===== src/rtl/alarm_ctrl.sv =====
// Alarm-clock mode/sequencing controller: seconds prescaler, time/alarm set steering,
// alarm register storage and the alarm/snooze/timeout state machine driving the buzzer.
`timescale 1ns/1ps

module alarm_ctrl #(
  parameter int TICKS_PER_SEC = 50000000,
  parameter int SNOOZE_SEC    = 300,
  parameter int ALARM_TO_SEC  = 60
) (
  input  logic       clk,
  input  logic       rst_n,
  input  logic       mode_btn,
  input  logic       inc_btn,
  input  logic       snooze_btn,
  input  logic       alm_on,
  input  logic [7:0] cur_hr,
  input  logic [7:0] cur_min,
  input  logic       cur_sec_zero,
  output logic       sec_en,
  output logic       hr_inc,
  output logic       min_inc,
  output logic [7:0] alm_hr,
  output logic [7:0] alm_min,
  output logic       buzz,
  output logic [2:0] state
);

  localparam logic [2:0] ST_RUN         = 3'd0;
  localparam logic [2:0] ST_SET_HR      = 3'd1;
  localparam logic [2:0] ST_SET_MIN     = 3'd2;
  localparam logic [2:0] ST_SET_ALM_HR  = 3'd3;
  localparam logic [2:0] ST_SET_ALM_MIN = 3'd4;
  localparam logic [2:0] ST_ALARM       = 3'd5;
  localparam logic [2:0] ST_SNOOZE      = 3'd6;

  localparam int MAX_SEC = (SNOOZE_SEC > ALARM_TO_SEC) ? SNOOZE_SEC : ALARM_TO_SEC;
  localparam int SEC_W   = $clog2(MAX_SEC + 1);
  localparam int PRE_W   = (TICKS_PER_SEC > 2) ? $clog2(TICKS_PER_SEC) : 1;

  localparam logic [PRE_W-1:0] PRE_LAST    = PRE_W'(TICKS_PER_SEC - 1);
  localparam logic [SEC_W-1:0] SNOOZE_LAST = SEC_W'(SNOOZE_SEC - 1);
  localparam logic [SEC_W-1:0] ALARM_LAST  = SEC_W'(ALARM_TO_SEC - 1);

  logic [2:0]       r_state;
  logic [PRE_W-1:0] r_presc;
  logic [SEC_W-1:0] r_sec_cnt;
  logic             r_match_d;
  logic [7:0]       r_alm_hr;
  logic [7:0]       r_alm_min;
  logic             r_hr_inc;
  logic             r_min_inc;
  logic             r_buzz;

  logic [2:0]       w_state_next;
  logic [PRE_W-1:0] w_presc_next;
  logic [SEC_W-1:0] w_sec_cnt_next;
  logic [SEC_W-1:0] w_sec_last;
  logic [7:0]       w_alm_hr_next;
  logic [7:0]       w_alm_min_next;
  logic             w_hr_inc_next;
  logic             w_min_inc_next;
  logic             w_time_frozen;
  logic             w_sec_en;
  logic             w_match;
  logic             w_rise;
  logic             w_timed_state;
  logic             w_expire;

  // BCD increment of a {tens,units} byte with wrap from `top` back to 00.
  function automatic logic [7:0] bcd_inc(input logic [7:0] v, input logic [7:0] top);
    logic [7:0] res;
    if (v == top) begin
      res = 8'h00;
    end else if (v[3:0] >= 4'd9) begin
      res = {v[7:4] + 4'd1, 4'd0};
    end else begin
      res = {v[7:4], v[3:0] + 4'd1};
    end
    return res;
  endfunction

  // Time is frozen while the clock itself is being set.
  assign w_time_frozen = (r_state == ST_SET_HR) || (r_state == ST_SET_MIN);
  assign w_sec_en      = (r_presc == PRE_LAST) && !w_time_frozen;

  always_comb begin
    w_presc_next = r_presc + PRE_W'(1);
    if (w_time_frozen || (r_presc == PRE_LAST)) begin
      w_presc_next = '0;
    end
  end

  assign w_match = alm_on && (cur_hr == r_alm_hr) && (cur_min == r_alm_min) && cur_sec_zero;
  assign w_rise  = w_match && !r_match_d;

  assign w_timed_state = (r_state == ST_ALARM) || (r_state == ST_SNOOZE);
  assign w_sec_last    = (r_state == ST_ALARM) ? ALARM_LAST : SNOOZE_LAST;
  assign w_expire      = w_timed_state && w_sec_en && (r_sec_cnt == w_sec_last);

  always_comb begin
    w_state_next   = r_state;
    w_hr_inc_next  = 1'b0;
    w_min_inc_next = 1'b0;
    w_alm_hr_next  = r_alm_hr;
    w_alm_min_next = r_alm_min;
    case (r_state)
      ST_RUN: begin
        if (mode_btn) begin
          w_state_next = ST_SET_HR;
        end else if (w_rise) begin
          w_state_next = ST_ALARM;
        end
      end
      ST_SET_HR: begin
        if (mode_btn) begin
          w_state_next = ST_SET_MIN;
        end else if (inc_btn) begin
          w_hr_inc_next = 1'b1;
        end
      end
      ST_SET_MIN: begin
        if (mode_btn) begin
          w_state_next = ST_SET_ALM_HR;
        end else if (inc_btn) begin
          w_min_inc_next = 1'b1;
        end
      end
      ST_SET_ALM_HR: begin
        if (mode_btn) begin
          w_state_next = ST_SET_ALM_MIN;
        end else if (inc_btn) begin
          w_alm_hr_next = bcd_inc(r_alm_hr, 8'h23);
        end
      end
      ST_SET_ALM_MIN: begin
        if (mode_btn) begin
          w_state_next = ST_RUN;
        end else if (inc_btn) begin
          w_alm_min_next = bcd_inc(r_alm_min, 8'h59);
        end
      end
      ST_ALARM: begin
        if (!alm_on || mode_btn) begin
          w_state_next = ST_RUN;
        end else if (snooze_btn) begin
          w_state_next = ST_SNOOZE;
        end else if (w_expire) begin
          w_state_next = ST_RUN;
        end
      end
      ST_SNOOZE: begin
        if (!alm_on || mode_btn) begin
          w_state_next = ST_RUN;
        end else if (w_expire) begin
          w_state_next = ST_ALARM;
        end
      end
      default: begin
        w_state_next = ST_RUN;
      end
    endcase
  end

  // Any state change restarts the second counter, so ALARM/SNOOZE always begin at zero.
  always_comb begin
    w_sec_cnt_next = r_sec_cnt;
    if (w_state_next != r_state) begin
      w_sec_cnt_next = '0;
    end else if (w_timed_state && w_sec_en) begin
      w_sec_cnt_next = r_sec_cnt + SEC_W'(1);
    end
  end

  always_ff @(posedge clk or negedge rst_n) begin
    if (!rst_n) begin
      r_state   <= ST_RUN;
      r_presc   <= '0;
      r_sec_cnt <= '0;
      r_match_d <= 1'b0;
      r_alm_hr  <= 8'h00;
      r_alm_min <= 8'h00;
      r_hr_inc  <= 1'b0;
      r_min_inc <= 1'b0;
      r_buzz    <= 1'b0;
    end else begin
      r_state   <= w_state_next;
      r_presc   <= w_presc_next;
      r_sec_cnt <= w_sec_cnt_next;
      r_match_d <= w_match;
      r_alm_hr  <= w_alm_hr_next;
      r_alm_min <= w_alm_min_next;
      r_hr_inc  <= w_hr_inc_next;
      r_min_inc <= w_min_inc_next;
      r_buzz    <= (w_state_next == ST_ALARM);
    end
  end

  assign sec_en  = w_sec_en;
  assign hr_inc  = r_hr_inc;
  assign min_inc = r_min_inc;
  assign alm_hr  = r_alm_hr;
  assign alm_min = r_alm_min;
  assign buzz    = r_buzz;
  assign state   = r_state;

endmodule


===== config.mk =====
export PLATFORM = sky130hd
export DESIGN_NAME = alarm_ctrl
export DESIGN_NICKNAME = d
export VERILOG_FILES = /design/src/rtl/alarm_ctrl.sv
export SDC_FILE = /design/constraint.sdc
export NUM_CORES = 1
export LEC_CHECK = 0
export BUFFER_PORTS_ARGS = -buffer_cell sky130_fd_sc_hd__buf_2
export CAP_MARGIN = 5
export CORE_UTILIZATION = 45
export DETAILED_ROUTE_END_ITERATION = 16
export SLEW_MARGIN = 20
export SYNTH_ARGS = -nofsm -noshare
export SYNTH_HDL_FRONTEND = slang
export SYNTH_SLANG_ARGS = --single-unit

===== constraint.sdc =====
create_clock -name clk -period 3.4 [get_ports clk]
set_input_delay 0.34 -clock clk [delete_from_list [all_inputs] [get_ports clk]]
set_output_delay 0.34 -clock clk [all_outputs]
set_load 0.1 [all_outputs]

==> results of run 1 <==
[cell type report]
cell class / count / share of cell area (%)
timing repair buffer: 48 / 6.406
clock buffer: 12 / 4.270
inverter: 19 / 1.844
clock inverter: 4 / 0.6470
sequential: 58 / 37.53
multi-input combinational: 285 / 46.10
tap: 99 / 3.203
[sequential cells by signal, summed over array words and instances (netlist names)]
signal     cells
hr_inc         1
alm_hr         8
buzz           1
min_inc        1
r_match_d      1
r_presc       26
state          3
r_sec_cnt      9
alm_min        8
[routing by layer]
metal	wire (um)	GRT usage, %
met4	82	6.158
met5	0	0
met1	3283	25.22
met3	323	5.372
met2	3270	31.85
[metrics by stage]
stage / power (mW) / worst slack (ns) / instance area, um2 / util, %
CTS: 2.688 / 0.6574 / 3867 / 53.61
global placement: 2.076 / 0.8610 / 3677 / 50.97
detailed placement: 2.087 / 0.8457 / 3677 / 50.97
global route: 2.827 / 0.5247 / 3867 / 53.61
finish: 2.662 / 0.6961 / 3867 / 53.61
floorplan: 1.853 / 0.3081 / 3339 / -
[logic make-up after synthesis]
kind of cell / share of synthesized area [%]
and+or+nand+nor: 27.31
buffers and inverters: 3.148
AOI/OAI and AO/OA: 8.280
xor gates and xnor gates: 12.06
DFF: 43.46
adders and majority gates: 4.496
muxes: 1.236
[cells in the mapped netlist, drive strengths merged (6+ instances only)]
master | count | area [um2]
a21oi | 11 | 55.05
clkbuf | 7 | 26.28
dfrtp | 58 | 1451
ha | 12 | 150.1
inv | 19 | 71.32
nand2 | 37 | 138.9
nand3 | 21 | 105.1
nand4 | 13 | 81.33
nor2 | 43 | 161.4
nor3 | 22 | 110.1
nor4b | 6 | 52.55
o21ai | 18 | 90.08
xnor2 | 36 | 315.3
xor2 | 10 | 87.58
[path summary, 6_finish.rpt]
path	startpoint	end
worst max-delay path	r_presc[21]	sec_en
worst min-delay path	rst_n	alm_hr[2]
worst max register to register	state[0]	r_sec_cnt[2]
worst min register to register	r_presc[0]	r_presc[0]
max in group asynchronous	rst_n	r_sec_cnt[3]
min in group clk	inc_btn	hr_inc
[power groups by stage]
| stage | combinational (mW) | clock [mW] | sequential (mW) |
|---|---|---|---|
| after floorplan | 0.497 | 0 | 1.36 |
| after global placement | 1.14 | 0 | 0.935 |
| after detailed placement | 1.15 | 0 | 0.940 |
| after CTS | 1.15 | 0.613 | 0.926 |
| after global routing | 1.24 | 0.640 | 0.949 |
| final | 1.14 | 0.595 | 0.927 |
==> reports/metrics.yaml, run 1 <==
clk_latency_ns: 0.35
clockRootBuffer: "clkbuf_8"
slew_headroom_pct: 47.01
avgSynthCellArea_um2: 9.026
r2r_cells: 6
cts_setup_buffers: 0
tightestPinTransition_ns: 0.7888
multiInputGateArea_mm2: 0.001783
num_antenna_cells: 0
p_sw_share_pct: 48.52
grt_pass1_wl_mm: 11.47
final_nets: 456
finClkSkew_ns: 0.009003
arrival_ns: 2.36
min_period_ns: 2.704
p_int_mw: 1.370
ff2ff_setup_slack_ns: 0.83
wire_per_inst_um: 13.26
critPathBufInv: 1
drtIter0Drc: 122
crit_family: "simple AND/OR/NAND/NOR gates"
place_congestion: 0.7938
antenna_left: 0
power.density_mw_per_mm2: 688.3
ys_seq_area_share_pct: 43.46
die_w_um: 88.15
finalSetupViolCount: 0
outcome: "finished clean"
yosys_warnings: 0
drive_gt1_share_pct: 16.67
cp.required_ns: 3.06
hp-class: "in2async"
h-tree-depth: 3
die-area_mm2: 0.007770
row_count: 31
dp_cells: 509
hold-worst-slack_ns: 0.02703
area_growth_pct: 15.81
cts_tree: "yes"
ys_types: 44
grt_antenna_before_repair: 0
postCtsResizedCells: 0
grt_max_degree: 31
crit_cells: 5
pwr-share-clk_pct: 22.3
die_height_um: 88.15
route.vias.total: 2755
synth_edf_count: 0
synth-seq-cells: 58
drv_cap: 0
p_sw_mw: 1.292
slew_viol_final: 0
synthFlopType: "dfrtp_1"
gr-total-overflow: 0
core_area_mm2: 0.007214
fmax_ghz: 0.3698
routed_wl_mm: 6.960
slowest_stage: "nor4b_1"
end_kind: "primary output"
async_flop_share_pct: 100.0
clk_pin_slew_worst_paths_ns: 0.07
port_buffers: 45
critPathLaunchType: "flip-flop"
clockBufferDepth: 2
final_cell_mix: "dfrtp_1 (58), buf_2 (45), nor2_1 (43), nand2_1 (37), xnor2_1 (36)"
tns_ns: 0
drt_pass1_iterations: 4
postCtsHoldBufs: 0
drt_drc_violations_left: 0
regArea_mm2: 0.001451
hold_violations: 0
ioPinCount: 46
syn_nets: 405
cp_cell_sequence: "nand4_1, nor4b_1, nand4b_1, nor2_1, buf_2"
syn_area_mm2: 0.003339
pwr-share-comb_pct: 42.8
syn-instance-count: 370
grt_pass1_vias: 2509
rsz0062_at_grt: "false"
fin_crit_sh_pct: 79.53
start_util_pct: 46.29
critPathMaxFanout: 5
grt.total_usage_pct: 19.51
power_frac_seq_pct: 34.8
routed_via_density: 5.248
dp.final_hpwl_mm: 5.001
layout_commonest_cell: "dfrtp_1"
num-fill-cells: 691
cts.sinks: 58
p_leak_nw: 1.661
ir_worst_vdd_mv: 0.2444
cts_made_buffers: 9
final_cells: 525
worst-setup-path-type: "reg2out"
crit_path_max_incr_delay_ns: 0.60
Note: power is estimated with default switching activity, not from simulation.
==> inputs of run 2 (changes only) <==
- clock period: 3.4 -> 2.8 ns (I/O delays scaled with it)
==> reports/metrics.yaml, run 2 (synthesis gave the netlist of run 1 again) <==
cp.required_ns: 2.52  # -0.54 ns
die_height_um: 88.15  # unchanged
clk_pin_slew_worst_paths_ns: 0.07  # about the same
finClkSkew_ns: 0.006016  # -0.002988 ns
rsz0062_at_grt: "false"
fin_util_pct: 54.67  # +1.1 points
max_flop_register: "r_presc"
cts_tree: "yes"
die_w_um: 88.15  # unchanged
cts_made_buffers: 9  # unchanged
drt_pass1_iterations: 4  # unchanged
critPathLaunchType: "flip-flop"
end_kind: "primary output"
tightestPinTransition_ns: 0.8928  # +0.1041 ns
grt_antenna_before_repair: 0  # unchanged
drive_gt1_share_pct: 18.10  # +1.4 points
fin_crit_sh_pct: 88.97
row_count: 31  # unchanged
layout_commonest_cell: "dfrtp_1"
grt_pass1_wl_mm: 12.56  # +9.5%
slew_headroom_pct: 40.48  # -6.5 points
reg_top3: "r_presc: 26 flops, r_sec_cnt: 9 flops"
gr-total-overflow: 0  # unchanged
port_buffers: 45  # unchanged
area_growth_pct: 18.10
p_leak_nw: 1.700  # +2.3%
tns_ns: 0  # unchanged
hold-worst-slack_ns: 0.06907  # +0.04204 ns
routed_via_density: 5.300  # +1.0%
final_nets: 461  # +1.1%
num_antenna_cells: 0  # unchanged
fmax_ghz: 0.4014
worst-setup-path-type: "reg2out"
largest_reg_flops: 26  # unchanged
cp_cell_sequence: "nand4_1, nor4b_2, nand4b_1, nor2_2, buf_2"
grt_pass1_vias: 2724  # +8.6%
min_period_ns: 2.491
wl_met3_um: 250  # -23%
outcome: "finished clean"
slew_viol_final: 0  # unchanged
place_congestion: 0.7742  # -2.5%
crit_path_max_incr_delay_ns: 0.47  # -0.13 ns
finalSetupViolCount: 0  # unchanged
route.vias.total: 2809  # +2.0%
hp-class: "in2async"
clockBufferDepth: 2  # unchanged
grt_max_degree: 42  # +35%
routed_wl_mm: 7.217  # +3.7%
start_util_pct: 46.29  # unchanged
critPathBufInv: 1  # unchanged
dp.final_hpwl_mm: 5.166  # +3.3%
grt.total_usage_pct: 21.08  # +1.6 points
cts.sinks: 58  # unchanged
drtIter0Drc: 162  # +33%
ir_worst_vdd_mv: 0.3758  # +54%
drv_cap: 0  # unchanged
cts_setup_buffers: 0  # unchanged
met2_length_mm: 3.297  # +0.83%
h-tree-depth: 3  # unchanged
wl_met1_mm: 3.572  # +8.8%
crit_family: "simple AND/OR/NAND/NOR gates"
postCtsHoldBufs: 0  # unchanged
postCtsResizedCells: 0  # unchanged
clockRootBuffer: "clkbuf_8"
design_area_mm2: 0.003944  # +2.0%
postPlaceCellArea_mm2: 0.003719  # +1.1%
critPathMaxFanout: 5  # unchanged
arrival_ns: 2.21  # -0.15 ns
wire_per_inst_um: 13.62  # +2.7%
top_layer: "met4"
ioPinCount: 46  # unchanged
die-area_mm2: 0.007770  # unchanged
clk_latency_ns: 0.33  # -0.02 ns
final_cell_mix: "dfrtp_1 (57), buf_2 (45), nor2_1 (42), nand2_1 (37), xnor2_1 (36)"
drt_drc_violations_left: 0  # unchanged
antenna_left: 0  # unchanged
power.density_mw_per_mm2: 867.4  # +26%
hold_violations: 0  # unchanged
core_area_mm2: 0.007214  # unchanged
slowest_stage: "nor4b_2"
-- run 2: cell types whose count changed in the layout (fill, tap and decap cells not counted), sizes merged --
cell and change:
buf +5, bufinv +2, clkbuf -1, clkinvlp -1
-- run 2: stage by stage --
stage | setup slack (ns) | std cells | total power [mW]
2_1_floorplan | 0.02703 | 370 | 2.255
3_3_place_gp | 0.3508 | 514 | 2.572
3_5_place_dp | 0.2942 | 514 | 2.582
4_1_cts | 0.09675 | 530 | 3.451
5_1_grt | 0.1233 | 530 | 3.632
6_report | 0.3088 | 530 | 3.421
-- run 2: cell type report --
class	instances	area, um2
Timing Repair Buffer	53	285.3
Clock buffer	11	141.4
Clock inverter	5	77.57
Sequential cell	58	1453
Inverter	19	71.32
Fill cell	679	3271
Multi-Input combinational cell	285	1792
Tap cell	99	123.9
-- run 2: final timing paths --
| kind | cells past startpoint | slack, ns | from | to |
|---|---|---|---|---|
| max | 5 | 0.31 | r_presc[21] | sec_en |
| min | 1 | 0.07 | rst_n | alm_min[5] |
| max reg2reg | 7 | 0.32 | r_presc[0] | r_sec_cnt[0] |
| min reg2reg | 1 | 0.49 | r_presc[0] | r_presc[0] |
| max in group asynchronous | 2 | 2.04 | rst_n | r_presc[15] |
| min in group clk | 3 | 0.25 | inc_btn | hr_inc |
-- run 2: routing by layer --
metal,global-route usage (%),up-vias
li1,-,1399
met1,28.91,1353
met2,32.77,48
met3,3.393,9
met4,9.677,0
met5,0,-
-- run 2: worst register-to-register path, cell delays in order (launching register included) --
cell      delay [ns]
dfrtp_1         0.39
ha_1            0.22
nand4_1         0.18
or4_1           0.55
or4_4           0.44
a22oi_2         0.17
a21boi_4        0.32
nor3_1          0.10
-- run 2: report_power, final --
group	switching (mW)	total (mW)	internal (mW)
registers	0.140	1.08	0.938
logic	1.12	1.48	0.362
clock network	0.338	0.860	0.522
total	1.60	3.42	1.82
==> inputs of run 3 (changes only) <==
- clock period: 2.8 -> 2.36 ns (I/O delays scaled with it)
==> reports/metrics.yaml, run 3 (synthesis gave the netlist of run 1 again) <==
drive_gt1_share_pct: 22.05  # +4.0 points
drt_drc_violations_left: 0  # unchanged
final_nets: 479  # +3.9%
drtIter0Drc: 115  # -29%
ir_worst_vdd_mv: 0.4025  # +7.1%
hp-class: "in2async"
cp.required_ns: 2.57  # +0.05 ns
slew_viol_final: 0  # unchanged
tns_ns: 0  # unchanged
start_util_pct: 46.29  # unchanged
p_sw_mw: 1.916  # +20%
num_antenna_cells: 0  # unchanged
power.density_mw_per_mm2: 1005  # +16%
drv_cap: 0  # unchanged
worst-setup-path-type: "reg2reg"
h-tree-depth: 3  # unchanged
core_area_mm2: 0.007214  # unchanged
wire_per_inst_um: 13.44  # -1.3%
fin_util_pct: 56.90  # +2.2 points
dp.final_hpwl_mm: 5.315  # +2.9%
finalSetupViolCount: 0  # unchanged
layout_commonest_cell: "dfrtp_1"
cts.sinks: 58  # unchanged
grt_max_degree: 34  # -19%
fin_crit_sh_pct: 97.41
reg_top3: "r_presc: 26 flops, r_sec_cnt: 9 flops"
end_kind: "flip-flop"
critPathLaunchType: "flip-flop"
port_buffers: 45  # unchanged
row_count: 31  # unchanged
die-area_mm2: 0.007770  # unchanged
grt_pass1_vias: 2652  # -2.6%
largest_reg_flops: 26  # unchanged
dp_cells: 529  # +2.9%
p_int_mw: 2.210  # +21%
grt_pass1_wl_mm: 12.43  # -1.1%
clockBufferDepth: 2  # unchanged
p_leak_nw: 1.782  # +4.8%
clk_latency_ns: 0.34  # about the same
clk_pin_slew_worst_paths_ns: 0.07  # about the same
slew_headroom_pct: 48.22  # +7.7 points
outcome: "finished, violations left"
tightestPinTransition_ns: 0.7767  # -0.1162 ns
pwr-share-comb_pct: 46.5  # +3.2 points
finClkSkew_ns: 0.01094  # +0.004927 ns
route.vias.total: 2838  # +1.0%
clockRootBuffer: "clkbuf_8"
max_flop_register: "r_presc"
place_congestion: 0.8018  # +3.6%
rsz0062_at_grt: "true"
die_w_um: 88.15  # unchanged
drt_pass1_iterations: 4  # unchanged
cts_made_buffers: 9  # unchanged
arrival_ns: 2.51  # +0.30 ns
min_period_ns: 2.299
violations: "negative hold slack"
routed_via_density: 5.179  # -2.3%
antenna_left: 0  # unchanged
cts_tree: "yes"
fmax_ghz: 0.4350
ioPinCount: 46  # unchanged
postCtsHoldBufs: 0  # unchanged
p_sw_share_pct: 46.43  # -0.27 points
grt.total_usage_pct: 21.01  # -0.075 points
setup_slack_ns: 0.06103  # -0.2478 ns
critPathMaxFanout: 5  # unchanged
p_total_mw: 4.126  # +21%
pre_cts_slack_ns: -0.05571  # -0.3499 ns
hold-worst-slack_ns: -0.03061  # -0.09967 ns
gr-total-overflow: 0  # unchanged
die_height_um: 88.15  # unchanged
final_cell_mix: "dfrtp_1 (55), buf_2 (44), nor2_1 (41), nand2_1 (37), xnor2_1 (35)"
pwr-share-clk_pct: 22.6  # -2.5 points
final_cells: 548  # +3.4%
area_growth_pct: 22.93
hold_violations: 31  # +31
routed_wl_mm: 7.363  # +2.0%
power_frac_seq_pct: 31.0  # -0.5 points
grt_antenna_before_repair: 0  # unchanged
==> run 3: worst paths after layout <==
| kind | slack (ns) | endpoint | startpoint | cells after the start |
|---|---|---|---|---|
| worst max-delay path | 0.06 | r_sec_cnt[2] | r_presc[0] | 7 |
| worst min-delay path | -0.03 | r_presc[24] | rst_n | 1 |
| worst max register to register | 0.06 | r_sec_cnt[2] | r_presc[0] | 7 |
| worst min register to register | 0.54 | r_presc[0] | r_presc[0] | 2 |
| max in group asynchronous | 1.65 | r_presc[15] | rst_n | 2 |
| min in group clk | 0.19 | hr_inc | inc_btn | 3 |
==> run 3: through the flow <==
| stage | instance area, um2 | hold slack (ns) |
|---|---|---|
| finish | 4105 | -0.03061 |
| global route | 4105 | 0.03221 |
| CTS | 4081 | 0.003907 |
| detailed placement | 3870 | 0.3672 |
| global placement | 3870 | 0.3678 |
| floorplan | 3371 | -0.05959 |
==> run 3: final cells by class <==
| class | count | area (um2) |
|---|---|---|
| clock buffers | 14 | 162.7 |
| clock inverters | 2 | 35.03 |
| fillers | 668 | 3109 |
| inverters | 19 | 71.32 |
| multi-input cells | 286 | 1827 |
| flip-flops and latches | 58 | 1458 |
| well taps | 99 | 123.9 |
| repair buffers | 70 | 427.9 |
==> run 3: critical path, stage by stage (launching register included) <==
cell	delay, ns
dfrtp_1	0.35
ha_2	0.19
nand4_1	0.11
or4_1	0.49
or4_4	0.50
a22oi_2	0.18
a21boi_4	0.28
nor3_1	0.07
==> run 3: timing repair <==
item | CTS | global route
endpoints found under the setup margin | 9 | 11
pin swaps | 3 | 2
setup buffers | 0 | 2
gates cloned | 1 | 0
resized for setup | 1 | 2
==> run 3: routing by layer <==
layer / track usage, % / routed length [um]
met1: 29.49 / 3611
met4: 10.41 / 157
met3: 3.110 / 182
met2: 31.71 / 3412
met5: 0 / 0
==> run 3: power by group through the flow <==
stage | Sequential (mW) | Combinational, mW | Clock, mW
finish | 1.28 | 1.92 | 0.931
global route | 1.30 | 2.08 | 0.999
CTS | 1.28 | 1.91 | 0.961
detailed placement | 1.30 | 1.89 | 0
global placement | 1.29 | 1.87 | 0
floorplan | 1.97 | 0.759 | 0
